**src/rtl/prog_loader_pkg.sv**
```systemverilog
// prog_loader_pkg: shared FSM states, error codes and frame constants for the boot loader.
package prog_loader_pkg;

    typedef enum logic [2:0] {
        S_CNT_HI,
        S_CNT_LO,
        S_DATA,
        S_CSUM,
        S_RUN,
        S_ERR
    } state_e;

    typedef enum logic [1:0] {
        ERR_NONE,
        ERR_COUNT,
        ERR_CSUM,
        ERR_TIMEOUT
    } err_e;

    localparam int HDR_LEN = 2;
    localparam int CNT_W   = 8 * HDR_LEN;

endpackage

```
**src/rtl/prog_loader_if.sv**
```systemverilog
// prog_loader_if: byte-stream input, instruction-memory write port and core run/status signals.
interface prog_loader_if #(parameter int ADDR_W = 16);

    logic              rx_valid;
    logic [7:0]        rx_data;
    logic              rx_ready;
    logic              im_we;
    logic [ADDR_W-1:0] im_addr;
    logic [31:0]       im_wdata;
    logic              cpu_rst_f;
    logic              done;
    logic              err;
    logic [1:0]        err_code;

    modport master (
        input  rx_valid, rx_data,
        output rx_ready, im_we, im_addr, im_wdata, cpu_rst_f, done, err, err_code
    );

    modport slave (
        output rx_valid, rx_data,
        input  rx_ready, im_we, im_addr, im_wdata, cpu_rst_f, done, err, err_code
    );

endinterface

```
**src/rtl/prog_loader_word_packer.sv**
```systemverilog
// word_packer: shifts big-endian bytes into 32-bit words; word_valid pulses one clock after the 4th byte.
module word_packer (
    input  logic        clk,
    input  logic        rst,
    input  logic        en,
    input  logic [7:0]  din,
    output logic        word_valid,
    output logic [31:0] word,
    output logic        last_byte
);

    logic [1:0]  cnt_q, cnt_d;
    logic [23:0] sr_q, sr_d;
    logic        word_valid_q, word_valid_d;
    logic [31:0] word_q, word_d;

    always_comb begin
        cnt_d        = en ? cnt_q + 2'd1 : cnt_q;
        sr_d         = en ? {sr_q[15:0], din} : sr_q;
        word_valid_d = en && cnt_q == 2'd3;
        word_d       = word_valid_d ? {sr_q, din} : word_q;
    end

    always_ff @(posedge clk) begin
        if (rst) begin
            cnt_q        <= '0;
            sr_q         <= '0;
            word_valid_q <= 1'b0;
            word_q       <= '0;
        end else begin
            cnt_q        <= cnt_d;
            sr_q         <= sr_d;
            word_valid_q <= word_valid_d;
            word_q       <= word_d;
        end
    end

    assign word_valid = word_valid_q;
    assign word       = word_q;
    assign last_byte  = cnt_q == 2'd3;

endmodule

```
**src/rtl/prog_loader.sv**
```systemverilog
// prog_loader: frames a host byte stream into instruction memory and releases the core on a good checksum.
// Define PROG_LOADER_TIMEOUT_EN to abort a frame after TIMEOUT_CYC idle clocks.
module prog_loader
    import prog_loader_pkg::*;
#(
    parameter int ADDR_W      = 16,
    parameter int MAX_WORDS   = 1024,
    parameter int TIMEOUT_CYC = 65535
) (
    input logic          clk,
    input logic          rst_f,
    prog_loader_if.master bus
);

    localparam int CW = (ADDR_W > CNT_W ? ADDR_W : CNT_W) + 1;

    if (MAX_WORDS > (1 << ADDR_W) || TIMEOUT_CYC < 1) begin : g_cfg_err
        $error("prog_loader: MAX_WORDS must fit ADDR_W and TIMEOUT_CYC must be positive");
    end

    state_e            state_q, state_d;
    err_e              err_code_q, err_code_d;
    logic [CNT_W-1:0]  cnt_q, cnt_d;
    logic [7:0]        csum_q, csum_d;
    logic [ADDR_W-1:0] idx_q, idx_d;
    logic              rx_ready_q, rx_ready_d;
    logic              cpu_rst_f_q, cpu_rst_f_d;
    logic              done_q, done_d;
    logic              err_q, err_d;
    logic              accept, pack_en, last_word;
    logic              word_valid, last_byte;
    logic [31:0]       word;

    assign accept    = bus.rx_valid && rx_ready_q;
    assign pack_en   = accept && state_q == S_DATA;
    assign last_word = CW'(idx_q) + CW'(1) == CW'(cnt_q);

    word_packer u_packer (
        .clk       (clk),
        .rst       (rst_f),
        .en        (pack_en),
        .din       (bus.rx_data),
        .word_valid(word_valid),
        .word      (word),
        .last_byte (last_byte)
    );

`ifdef PROG_LOADER_TIMEOUT_EN
    localparam int TW = $clog2(TIMEOUT_CYC + 1);
    logic [TW-1:0] idle_q, idle_d;
    logic          waiting;
    assign waiting = state_q inside {S_CNT_LO, S_DATA, S_CSUM};
`endif

    always_comb begin
        state_d    = state_q;
        err_code_d = err_code_q;
        cnt_d      = cnt_q;
        csum_d     = accept ? csum_q ^ bus.rx_data : csum_q;
        idx_d      = word_valid ? idx_q + 1'b1 : idx_q;
        case (state_q)
            S_CNT_HI: if (accept) begin
                cnt_d   = {bus.rx_data, cnt_q[7:0]};
                state_d = S_CNT_LO;
            end
            S_CNT_LO: if (accept) begin
                cnt_d      = {cnt_q[CNT_W-1:8], bus.rx_data};
                state_d    = 32'(cnt_d) > MAX_WORDS ? S_ERR : cnt_d == '0 ? S_CSUM : S_DATA;
                err_code_d = 32'(cnt_d) > MAX_WORDS ? ERR_COUNT : err_code_q;
            end
            S_DATA: if (word_valid && last_word) state_d = S_CSUM;
            S_CSUM: if (accept) begin
                state_d    = bus.rx_data == csum_q ? S_RUN : S_ERR;
                err_code_d = bus.rx_data == csum_q ? err_code_q : ERR_CSUM;
            end
            default: ;
        endcase
`ifdef PROG_LOADER_TIMEOUT_EN
        idle_d = (accept || !waiting) ? '0 : idle_q + 1'b1;
        if (waiting && !accept && idle_q == TW'(TIMEOUT_CYC - 1)) begin
            state_d    = S_ERR;
            err_code_d = ERR_TIMEOUT;
        end
`endif
        // Drop ready while the final word is written so the checksum byte is never taken in S_DATA.
        rx_ready_d  = state_d inside {S_CNT_HI, S_CNT_LO, S_DATA, S_CSUM} &&
                      !(pack_en && last_byte && last_word);
        cpu_rst_f_d = state_q == S_RUN;
        done_d      = state_d == S_RUN;
        err_d       = state_d == S_ERR;
    end

    always_ff @(posedge clk) begin
        if (rst_f) begin
            state_q     <= S_CNT_HI;
            err_code_q  <= ERR_NONE;
            cnt_q       <= '0;
            csum_q      <= '0;
            idx_q       <= '0;
            rx_ready_q  <= 1'b0;
            cpu_rst_f_q <= 1'b0;
            done_q      <= 1'b0;
            err_q       <= 1'b0;
        end else begin
            state_q     <= state_d;
            err_code_q  <= err_code_d;
            cnt_q       <= cnt_d;
            csum_q      <= csum_d;
            idx_q       <= idx_d;
            rx_ready_q  <= rx_ready_d;
            cpu_rst_f_q <= cpu_rst_f_d;
            done_q      <= done_d;
            err_q       <= err_d;
        end
    end

`ifdef PROG_LOADER_TIMEOUT_EN
    always_ff @(posedge clk) begin
        if (rst_f) idle_q <= '0;
        else       idle_q <= idle_d;
    end
`endif

    assign bus.rx_ready  = rx_ready_q;
    assign bus.im_we     = word_valid;
    assign bus.im_addr   = idx_q;
    assign bus.im_wdata  = word;
    assign bus.cpu_rst_f = cpu_rst_f_q;
    assign bus.done      = done_q;
    assign bus.err       = err_q;
    assign bus.err_code  = err_code_q;

endmodule
```
**src/flat_wrapper.sv**
```systemverilog
// flat-port wrapper written by rule: the top's interface ports become plain ports
module prog_loader_flat import prog_loader_pkg::*;
#(
    parameter int ADDR_W      = 16,
    parameter int MAX_WORDS   = 1024,
    parameter int TIMEOUT_CYC = 65535
)
  (clk, rst_f, bus_rx_valid, bus_rx_data, bus_rx_ready, bus_im_we, bus_im_addr, bus_im_wdata, bus_cpu_rst_f, bus_done, bus_err, bus_err_code);
  prog_loader_if #(.ADDR_W(ADDR_W)) bus_i ();
  input logic clk;
  input logic rst_f;
  input wire logic [$bits(bus_i.rx_valid)-1:0] bus_rx_valid;
  input wire logic [$bits(bus_i.rx_data)-1:0] bus_rx_data;
  output wire logic [$bits(bus_i.rx_ready)-1:0] bus_rx_ready;
  output wire logic [$bits(bus_i.im_we)-1:0] bus_im_we;
  output wire logic [$bits(bus_i.im_addr)-1:0] bus_im_addr;
  output wire logic [$bits(bus_i.im_wdata)-1:0] bus_im_wdata;
  output wire logic [$bits(bus_i.cpu_rst_f)-1:0] bus_cpu_rst_f;
  output wire logic [$bits(bus_i.done)-1:0] bus_done;
  output wire logic [$bits(bus_i.err)-1:0] bus_err;
  output wire logic [$bits(bus_i.err_code)-1:0] bus_err_code;
  assign bus_i.rx_valid = bus_rx_valid;
  assign bus_i.rx_data = bus_rx_data;
  assign bus_rx_ready = bus_i.rx_ready;
  assign bus_im_we = bus_i.im_we;
  assign bus_im_addr = bus_i.im_addr;
  assign bus_im_wdata = bus_i.im_wdata;
  assign bus_cpu_rst_f = bus_i.cpu_rst_f;
  assign bus_done = bus_i.done;
  assign bus_err = bus_i.err;
  assign bus_err_code = bus_i.err_code;
  prog_loader #(.ADDR_W(ADDR_W), .MAX_WORDS(MAX_WORDS), .TIMEOUT_CYC(TIMEOUT_CYC)) u_core (.clk(clk), .rst_f(rst_f), .bus(bus_i));
endmodule
```
**config.mk**
```make
export PLATFORM = sky130hd
export DESIGN_NAME = prog_loader_flat
export DESIGN_NICKNAME = d
export VERILOG_FILES = /design/src/rtl/prog_loader_pkg.sv /design/src/rtl/prog_loader_if.sv /design/src/rtl/prog_loader_word_packer.sv /design/src/rtl/prog_loader.sv /design/src/flat_wrapper.sv
export SDC_FILE = /design/constraint.sdc
export NUM_CORES = 1
export LEC_CHECK = 0
export BUFFER_PORTS_ARGS = -buffer_cell sky130_fd_sc_hd__buf_2
export CORE_MARGIN = 8
export CORE_UTILIZATION = 35
export DETAILED_ROUTE_END_ITERATION = 10
export PLACE_DENSITY_LB_ADDON = 0.2
export SLEW_MARGIN = 0
export SYNTH_ARGS = -nofsm -noshare
export SYNTH_HDL_FRONTEND = slang
export SYNTH_SLANG_ARGS = --single-unit
export TNS_END_PERCENT = 100
```
**constraint.sdc**
```tcl
create_clock -name clk -period 2.2 [get_ports clk]
set_clock_uncertainty 0.05 [all_clocks]
set_input_delay 0.66 -clock clk [delete_from_list [all_inputs] [get_ports clk]]
set_output_delay 0.66 -clock clk [all_outputs]
set_load 0.005 [all_outputs]
```
Word-level counts from Yosys, hierarchy flattened

Cells that the tools add are included.

Logic and storage cells: 68
Output and inout bits: 55
Flip-flop bits (word level): 108
Input port bits: 11

Add/subtract/negate cells: 3
Reduce and logical (&&, ||, !) cells: 15
$lt $le $gt $ge: 1
Muxes and demuxes: 16
Eq/ne operators: 16
Bitwise logic cells: 3

Operators with widths:

| cell                  | count |
|---|---|
| $pmux 16 s2           | 1 |
| $add 16x1->17 const B | 1 |
| $eq 17x16->1          | 1 |
| $add 16x1->16 const B | 1 |
| $gt 16x11->1 const B  | 1 |
| $logic_not 16->1      | 1 |
| $mux 16               | 1 |
| $mux 3                | 5 |
| $eq 3x2->1 const B    | 4 |
| $pmux 3 s4            | 1 |
| $eq 3x3->1 const B    | 3 |
| $eq 8x8->1            | 1 |
| $mux 2                | 4 |
| $mux 8                | 1 |
| $xor 8x8->8           | 1 |
| $eq 3x1->1 const B    | 2 |
| $logic_and 1x1->1     | 6 |
| $logic_not 3->1       | 2 |
| $ne 2x1->1 const B    | 3 |
| $reduce_and 3->1      | 2 |
| $reduce_and 5->1      | 1 |
| $pmux 2 s2            | 1 |
| $reduce_bool 4->1     | 1 |
| $add 2x1->2 const B   | 1 |
| 6 further kinds       | 8 |

Depth between registers and ports, before layout

Gate-level depths: netlist (run 1).

Depth in word-level cells: 8
Gate-level depth with buffers: 9

Modules after synthesis

From an unflattened synthesis (run 1), not the netlist that was laid out.

Cell total of the unflattened synthesis: 564
Area total of the unflattened synthesis: 5,211.2 µm²

By module, submodules not included:

| module      | area each (µm²) | cells each | instances |
|---|---|---|---|
| prog_loader | 2,771.4         | 330        | 1 |
| word_packer | 2,439.8         | 234        | 1 |

Worst setup path after synthesis (run 1)

OpenSTA, ideal clock, no wires.

Kind: register -> register
Start point: register u_core.idx_q[0], in the netlist u_core.bus.im_addr[0]
End point: register u_core.rx_ready_q, in the netlist u_core.bus.rx_ready
Path slack: 47 ps
Path buffers: 1
Data arrival time: 1,972 ps
Period minus slack after synthesis: 2,153 ps
Data required time: 2,019 ps
Stages on the path, launching flop included: 9
Cell sequence: dfxtp_1 > ha_1 > and3_1 > buf_6 > nand2_4 > or4_1 > a22oi_1 > and4_1 > nor3_1

Word-level cells in the longest chain between the ends: 8
Elaborated cells between the ends (all ways): 13

Ends and longest elaborated chain:

| what                                     | line               | source |
|---|---|---|
| start: declaration                       | prog_loader.sv:25  | `logic [ADDR_W-1:0] idx_q, idx_d;` |
| start signal: assignment                 | prog_loader.sv:109 | `idx_q <= idx_d;` |
| $add 16x1->17 (*)                        | prog_loader.sv:36  | `assign last_word = CW'(idx_q) + CW'(1) == CW'(cnt_q);` |
| $eq 17x16->1 (*)                         | prog_loader.sv:36  |  |
| $logic_and 1x1->1                        | prog_loader.sv:71  | `S_DATA: if (word_valid && last_word) state_d = S_CSUM;` |
| $mux 3                                   | prog_loader.sv:71  |  |
| $pmux 3 s4                               | prog_loader.sv:61  | `case (state_q)` |
| $eq 3x1->1, or another cell as far along | prog_loader.sv:86  | `rx_ready_d = state_d inside {S_CNT_HI, S_CNT_LO, S_DATA, S_CSUM} &&` |
| $reduce_bool 4->1                        | prog_loader.sv:86  |  |
| $logic_and 1x1->1 (*)                    | prog_loader.sv:86  |  |
| end signal: assignment                   | prog_loader.sv:110 | `rx_ready_q <= rx_ready_d;` |
| end: declaration                         | prog_loader.sv:26  | `logic rx_ready_q, rx_ready_d;` |

Every way passes the cells marked *; elsewhere a longest branch is shown, timed or not.
A chain may end at the register's enable or synchronous reset.

Worst setup path in the final report (run 1)

Ends and elaborated chain as after synthesis.

==> results of run 1 <==
==> logic make-up (layout without fill, tap and decap cells) <==
group / after synthesis / count (layout)
buffers and inverters: 45 / 133
XOR/XNOR: 54 / 54
flip-flops: 108 / 108
adder cells (fa/ha/maj): 2 / 2
AND/OR/NAND/NOR: 247 / 247
AO/OA/AOI/OAI: 98 / 98
multiplexers: 12 / 12
==> worst max-delay path: cells and delay by family, from the launching register on <==
| kind | cells | cell delay (ns) |
|---|---|---|
| AO/OA/AOI/OAI | 1 | 0.25 |
| adder cells (fa/ha/maj) | 1 | 0.18 |
| flip-flops | 1 | 0.37 |
| AND/OR/NAND/NOR | 5 | 1.11 |
==> cell usage after synthesis (4+ instances only) <==
library cell,instances
a21oi_1,71
and2_1,4
buf_2,9
clkbuf_1,32
dfxtp_1,108
mux2i_1,11
nand2_1,143
nand2b_1,5
nand3_1,10
nand4_1,6
nor2_1,45
nor2b_1,4
nor3_1,6
nor4_1,4
o21ai_0,13
or3_1,4
xnor2_1,26
xor2_1,26
==> sequential cells by signal, summed over array words and instances, names as in the netlist, 2 cells and up <==
signal                 cells
u_core.cnt_q              16
u_core.bus.im_addr        16
u_core.state_q             3
u_core.u_packer.sr_q      24
u_core.u_packer.cnt_q      2
u_core.bus.err_code        2
u_core.u_packer.word      32
u_core.csum_q              8
==> final cells by class <==
class / count / share of cell area, %
inverter: 2 / 0.131
clock buffer: 12 / 4.32
clock inverter: 4 / 0.964
tap: 176 / 3.86
multi-input combinational: 413 / 39.9
sequential: 108 / 37.9
timing repair buffer: 115 / 13.0
==> per-layer routing <==
metal	vias to the layer above	global-route usage (%)	wire [um]
met3	11	2.84	504
met5	-	0	0
li1	2034	-	-
met2	67	22.9	5240
met4	0	4.86	150
met1	1816	19.5	5830
==> worst paths after layout <==
| check | from | end | slack, ns | cells past startpoint |
|---|---|---|---|---|
| setup / recovery | u_core.bus.im_addr[0]$_SDFFE_PP0P_ | u_core.bus.rx_ready$_SDFF_PP0_ | 0.11 | 7 |
| hold / removal | u_core.u_packer.word[23]$_SDFFE_PP0P_ | u_core.u_packer.word[23]$_SDFFE_PP0P_ | 0.40 | 2 |
| setup reg to reg | u_core.bus.im_addr[0]$_SDFFE_PP0P_ | u_core.bus.rx_ready$_SDFF_PP0_ | 0.11 | 7 |
| hold reg to reg | u_core.u_packer.word[23]$_SDFFE_PP0P_ | u_core.u_packer.word[23]$_SDFFE_PP0P_ | 0.40 | 2 |
==> what timing repair did <==
action	CTS	global route
buffers inserted	0	0
endpoints found under the setup margin	0	3
gates resized for setup	0	2
==> cells in the final DEF, fill, tap and decap left out, types with 4 or more instances in the layout <==
master,n
o21ai_0,13
nor3_1,6
dfxtp_1,108
or3_1,4
clkbuf_16,9
xnor2_1,26
buf_4,48
and2_1,4
nand2_1,143
nor2_1,45
buf_2,64
nand3_1,10
nand2b_1,5
mux2i_1,11
nand4_1,6
a21oi_1,71
xor2_1,26
nor2b_1,4
==> metrics by stage <==
stage / util (%) / cell area [um2] / hold slack [ns] / power, mW / TNS (ns)
floorplan: - / 4620 / 0.382 / 2.27 / 0
detailed placement: 41.3 / 5400 / 0.396 / 2.37 / -0.0782
CTS: 43.6 / 5700 / 0.406 / 4.02 / 0
global placement: 41.3 / 5400 / 0.391 / 2.36 / -0.0853
finish: 43.6 / 5710 / 0.403 / 3.97 / 0
global route: 43.6 / 5710 / 0.428 / 4.12 / -0.0873
==> power groups by stage <==
stage	Sequential, mW	Combinational [mW]	Clock (mW)
floorplan	2.06	0.212	0
global placement	2.08	0.284	0
detailed placement	2.08	0.288	0
CTS	2.03	0.290	1.69
global route	2.04	0.320	1.76
finish	2.04	0.289	1.65
==> results by group, run 1 <==
Route
  – WL final: 11700 um
  – Initial DRC Count: 195
  – DR WL/cell: 14.1 um
  – Vias: 3928
  – DR vias/cell: 4.73
  – Drt drc: 0
  – Remaining antenna violation count: 0
  – Initial DRT Pass Iterations: 4

Power
  – Sw Share: 23.3%
  – Internal: 3.04 mW
  – Comb pwr share: 7.3%
  – Clock power share: 41.5%
  – Power per cell area: 695 nW/um2
  – Leakage: 2.32 nW
  – Seq pwr share: 51.3%
  – Psw: 0.926 mW
  – VDD IR-drop max: 316 uV

Logic synthesis
  – Compound-Gate Fraction of Synth Area: 11.3%
  – Post-synth top area cell: dfxtp_1
  – Asr flop ratio synth: 0%
  – Mapped cell area: 4620 um2
  – Top FF cell, synth: dfxtp_1
  – Post-synth EDFFs: 0
  – Library cells used by synthesis: 45
  – Post-Synthesis Cells: 566
  – Post-Synth Adder-Cell Area: 0.542%
  – Synth top area cells: dfxtp_1, nand2_1, a21oi_1
  – Mapped Nets: 579
  – Flops & latches, synth: 108
  – Xor-xnor portion of the synthesized cell area: 10.9%
  – Seq/Total Area, Yosys: 46.8%
  – Syn Area/Cell: 8.16 um2
  – Post-synthesis simple-gate area fraction: 23.8%
  – Top-area cell type share of the netlist area: 46.8%
  – Main combinational cell family by area after synthesis: simple AND/OR/NAND/NOR gates
  – Mux cell area share after synthesis: 2.63%
  – Synth warn: 0

STA
  – Fmax: 478 MHz
  – Slew margin rel.: 61.7%
  – Final Hold Vio Count: 0
  – RSZ-0062 raised after global routing: yes
  – Tcrit/Tclk final: 95.0%
  – Final WS setup: 0.110 ns
  – Final setup viols: 0
  – Slew @ Worst Pin: 0.575 ns
  – Fin. max-slew vios: 0
  – Min cycle time layout: 2.09 ns

Setup path
  – Crit end category: register
  – CP required: 2.36 ns
  – WP data arrival: 2.25 ns
  – Slowest CP cell: or4_1
  – Slowest stage delay, CP: 0.51 ns
  – CP Launch Type: register
  – Crit path max fanout: 7
  – WS Path Type: reg2reg
  – Crit-path cells: ha_1, and3_2, nand2_4, or4_1, a22oi_1, and4_1, nor3_1

Clocking
  – # hold bufs at CTS: 0
  – Clock transition at the registers of the reported paths: 0.07 ns
  – Num CTS Buffers: 9
  – CTS tree: done
  – H-tree Lvls: 3
  – Later-pin clock latency in the skew report: 0.34 ns
  – Clock Tree Buf Depth: 2
  – Root buf cell: clkbuf_16
  – # clock sinks: 108

Global routing
  – Grt ovf: 0
  – First-pass GRT wire length: 19800 um
  – GRT Total Usage: 14.5%
  – Maximum number of pins on one net before global-route repair: 52
  – Vias in the first global route: 4023
  – Initial antenna violation count: 0

Layout
  – Synth-to-Final Area Change: 23.6%
  – FILL cells: 1322
  – Multi-input gate area: 2280 um2
  – Share of cells above drive strength 1: 20.9%
  – Reg area: 2160 um2
  – Final std cells w/o fill: 830
  – Layout Nets: 662
  – Ant diodes: 0

Status
  – Status: completed

Floorplanning
  – Die Height: 131 um
  – Top-level I/O count: 66
  – Die ar.: 17100 um2
  – Initial Util: 35.3%
  – Die Width: 131 um
  – Area of the core: 13100 um2
  – Row count: 42

Hold path
  – Hold WC Path Type: reg2reg

Place
  – Port-buffer cells: 65
  – Placement Setup Slack: -0.0527 ns
  – Cells after DPL: 814
  – Routability-driven placement congestion ratio: 0.825
  – DP Wirelength: 8600 um

Run
  – Max Cap Viol: 0
(Power assumes the default switching activity.)
==> run 2, diff against run 1 <==
--- a/config.mk
+++ b/config.mk
@@ -5,10 +5,11 @@
 export SDC_FILE = /design/constraint.sdc
 export NUM_CORES = 1
 export LEC_CHECK = 0
-export BUFFER_PORTS_ARGS = -buffer_cell sky130_fd_sc_hd__buf_2
 export CORE_MARGIN = 8
 export CORE_UTILIZATION = 35
 export DETAILED_ROUTE_END_ITERATION = 10
+export DONT_BUFFER_PORTS = 1
+export MAX_ROUTING_LAYER = met4
 export PLACE_DENSITY_LB_ADDON = 0.2
 export SLEW_MARGIN = 0
 export SYNTH_ARGS = -nofsm -noshare
==> constraint.sdc (replaced) <==
create_clock -name clk -period 2.6 [get_ports clk]
set_clock_uncertainty 0.05 [all_clocks]
set_input_delay 0.78 -clock clk [delete_from_list [all_inputs] [get_ports clk]]
set_output_delay 0.78 -clock clk [all_outputs]
set_load 0.005 [all_outputs]
==> run 2 against run 1 <==
- fmax shrank 5.8%
- sequential share of layout area grew 4.5 points
- clock power shrank 18%
- sequential power shrank 16%
- clock-buffer cell count shrank 1
- critical path type unchanged
- critical endpoint unchanged
- highest routed layer unchanged
==> results by group, run 2 (synthesized netlist as in run 1, its figures left out) <==
Clocking
  – Cts repair resizes: 0 (unchanged)
  – Later-pin clock latency in the skew report: 0.35 ns (was 0.34 ns)
  – CTS tree: done (unchanged)
  – Clock transition at the registers of the reported paths: 0.07 ns (about the same)
  – # hold bufs at CTS: 0 (unchanged)
  – Post-CTS setup buffers: 0 (unchanged)
  – Clock Tree Buf Depth: 2 (unchanged)
  – Root buf cell: clkbuf_16 (unchanged)
  – H-tree Lvls: 3 (unchanged)
  – Num CTS Buffers: 9 (unchanged)
  – # clock sinks: 108 (unchanged)

Floorplanning
  – Initial Util: 35.3% (unchanged)
  – Area of the core: 13100 um2 (unchanged)
  – Die Width: 131 um (unchanged)
  – Row count: 42 (unchanged)
  – Top-level I/O count: 66 (unchanged)
  – Die Height: 131 um (unchanged)
  – Die ar.: 17100 um2 (unchanged)

Setup path
  – Slowest CP cell: or4_1 (unchanged)
  – Crit end category: register (unchanged)
  – Crit path max fanout: 8 (was 7)
  – CP Launch Type: register (unchanged)
  – CP required: 2.80 ns (was 2.36 ns)
  – Slowest stage delay, CP: 0.52 ns (was 0.51 ns)
  – WP data arrival: 2.41 ns (was 2.25 ns)
  – Crit-path cells: ha_1, and3_1, nand2_4, or4_1, a22oi_1, and4_1, nor3_1 (was ha_1, and3_2, nand2_4, or4_1, a22oi_1, and4_1, nor3_1)
  – WS Path Type: reg2reg (unchanged)

Layout
  – Synth-to-Final Area Change: 10.5% (was 23.6%)
  – Most common cell after layout, fill and taps aside: nand2_1 (unchanged)
  – Post-Layout Inst Area: 5100 um2 (was 5710 um2)
  – Ant diodes: 0 (unchanged)
  – Leading cell types in the layout, fill and taps excluded: nand2_1, dfxtp_1, a21oi_1, nor2_1 (was nand2_1, dfxtp_1, a21oi_1, buf_2, buf_4)
  – Largest register FFs: 32 (unchanged)
  – Layout Nets: 565 (was 662)
  – FILL cells: 1351 (was 1322)
  – Share of cells above drive strength 1: 7.18% (was 20.9%)

Route
  – Initial DRT Pass Iterations: 4 (unchanged)
  – Remaining antenna violation count: 0 (unchanged)
  – Drt drc: 0 (unchanged)
  – DR vias/cell: 4.97 (was 4.73)
  – DR WL/cell: 15.9 um (was 14.1 um)
  – Vias: 3643 (was 3928)
  – Initial DRC Count: 231 (was 195)
  – WL final: 11600 um (was 11700 um)

Run
  – Max Cap Viol: 0 (unchanged)

STA
  – Setup TNS: 0 ns (unchanged)
  – Fin. max-slew vios: 0 (unchanged)
  – RSZ-0062 raised after global routing: no (was yes)
  – Hold slack: 0.403 ns (about the same)
  – Fmax: 451 MHz (was 478 MHz)
  – Slew margin rel.: 67.4% (was 61.7%)
  – Final setup viols: 0 (unchanged)
  – Final Hold Vio Count: 0 (unchanged)
  – Slew @ Worst Pin: 0.487 ns (was 0.575 ns)
  – Tcrit/Tclk final: 85.3% (was 95.0%)
  – Min cycle time layout: 2.22 ns (was 2.09 ns)

Place
  – DP Wirelength: 7950 um (was 8600 um)
  – Routability-driven placement congestion ratio: 0.790 (was 0.825)
  – Port-buffer cells: 0 (was 65)
  – Dpl cell area: 4810 um2 (was 5400 um2)

Global routing
  – Initial antenna violation count: 0 (unchanged)
  – Maximum number of pins on one net before global-route repair: 108 (was 52)
  – GRT Total Usage: 14.8% (was 14.5%)
  – Grt ovf: 0 (unchanged)
  – Vias in the first global route: 3623 (was 4023)
  – First-pass GRT wire length: 19100 um (was 19800 um)

Status
  – Status: completed (unchanged)

Power
  – Power per cell area: 637 nW/um2 (was 695 nW/um2)
  – Leakage: 1.79 nW (was 2.32 nW)
  – VDD IR-drop max: 273 uV (was 316 uV)

Hold path
  – Hold WC Path Type: reg2reg (unchanged)
==> run 2: area by class of cell <==
| type | instances | area, um2 | area share, % |
|---|---|---|---|
| clock buffers | 11 | 253 | 4.95 |
| clock inverters | 5 | 43.8 | 0.858 |
| inverters | 2 | 7.51 | 0.147 |
| multi-input cells | 413 | 2270 | 44.5 |
| flip-flops and latches | 108 | 2160 | 42.4 |
| well taps | 176 | 220 | 4.31 |
| repair buffers | 18 | 148 | 2.89 |
==> run 2: through the flow <==
| stage | power, mW | instances | worst slack, ns | utilization, % |
|---|---|---|---|---|
| after detailed placement | 1.93 | 717 | 0.327 | 36.7 |
| after CTS | 3.29 | 733 | 0.384 | 39.0 |
| after floorplan | 1.92 | 566 | 0.378 | - |
| final | 3.25 | 733 | 0.381 | 39.0 |
| after global routing | 3.37 | 733 | 0.119 | 39.0 |
| after global placement | 1.93 | 717 | 0.384 | 36.7 |
==> run 2: final timing paths <==
check             slack, ns                             startpoint  depth (start not counted)                               endpoint
setup reg to reg       0.38     u_core.bus.im_addr[0]$_SDFFE_PP0P_                          7         u_core.bus.rx_ready$_SDFF_PP0_
hold / removal         0.40  u_core.u_packer.cnt_q[1]$_SDFFE_PP0P_                          2  u_core.u_packer.cnt_q[1]$_SDFFE_PP0P_
setup / recovery       0.38     u_core.bus.im_addr[0]$_SDFFE_PP0P_                          7         u_core.bus.rx_ready$_SDFF_PP0_
hold reg to reg        0.40  u_core.u_packer.cnt_q[1]$_SDFFE_PP0P_                          2  u_core.u_packer.cnt_q[1]$_SDFFE_PP0P_
==> run 2: report_power, final <==
part	switching, mW	internal, mW
clock	0.642	0.715
combinational	0.0863	0.0848
sequential	0.0390	1.68
total	0.767	2.48
==> run 2: layer usage <==
layer,up-vias,GRT usage [%],share of wire [%]
met5,-,-,0
met4,0,6.14,1.7
met3,12,3.77,5.7
met2,67,22.4,45
met1,1723,18.4,47
li1,1841,-,-
==> run 2: worst max-delay path: cells and delay by family (launching register included) <==
kind	cells	cell delay, ns
AO/OA/AOI/OAI	1	0.26
adder cells (fa/ha/maj)	1	0.22
flip-flops	1	0.34
AND/OR/NAND/NOR	5	1.25
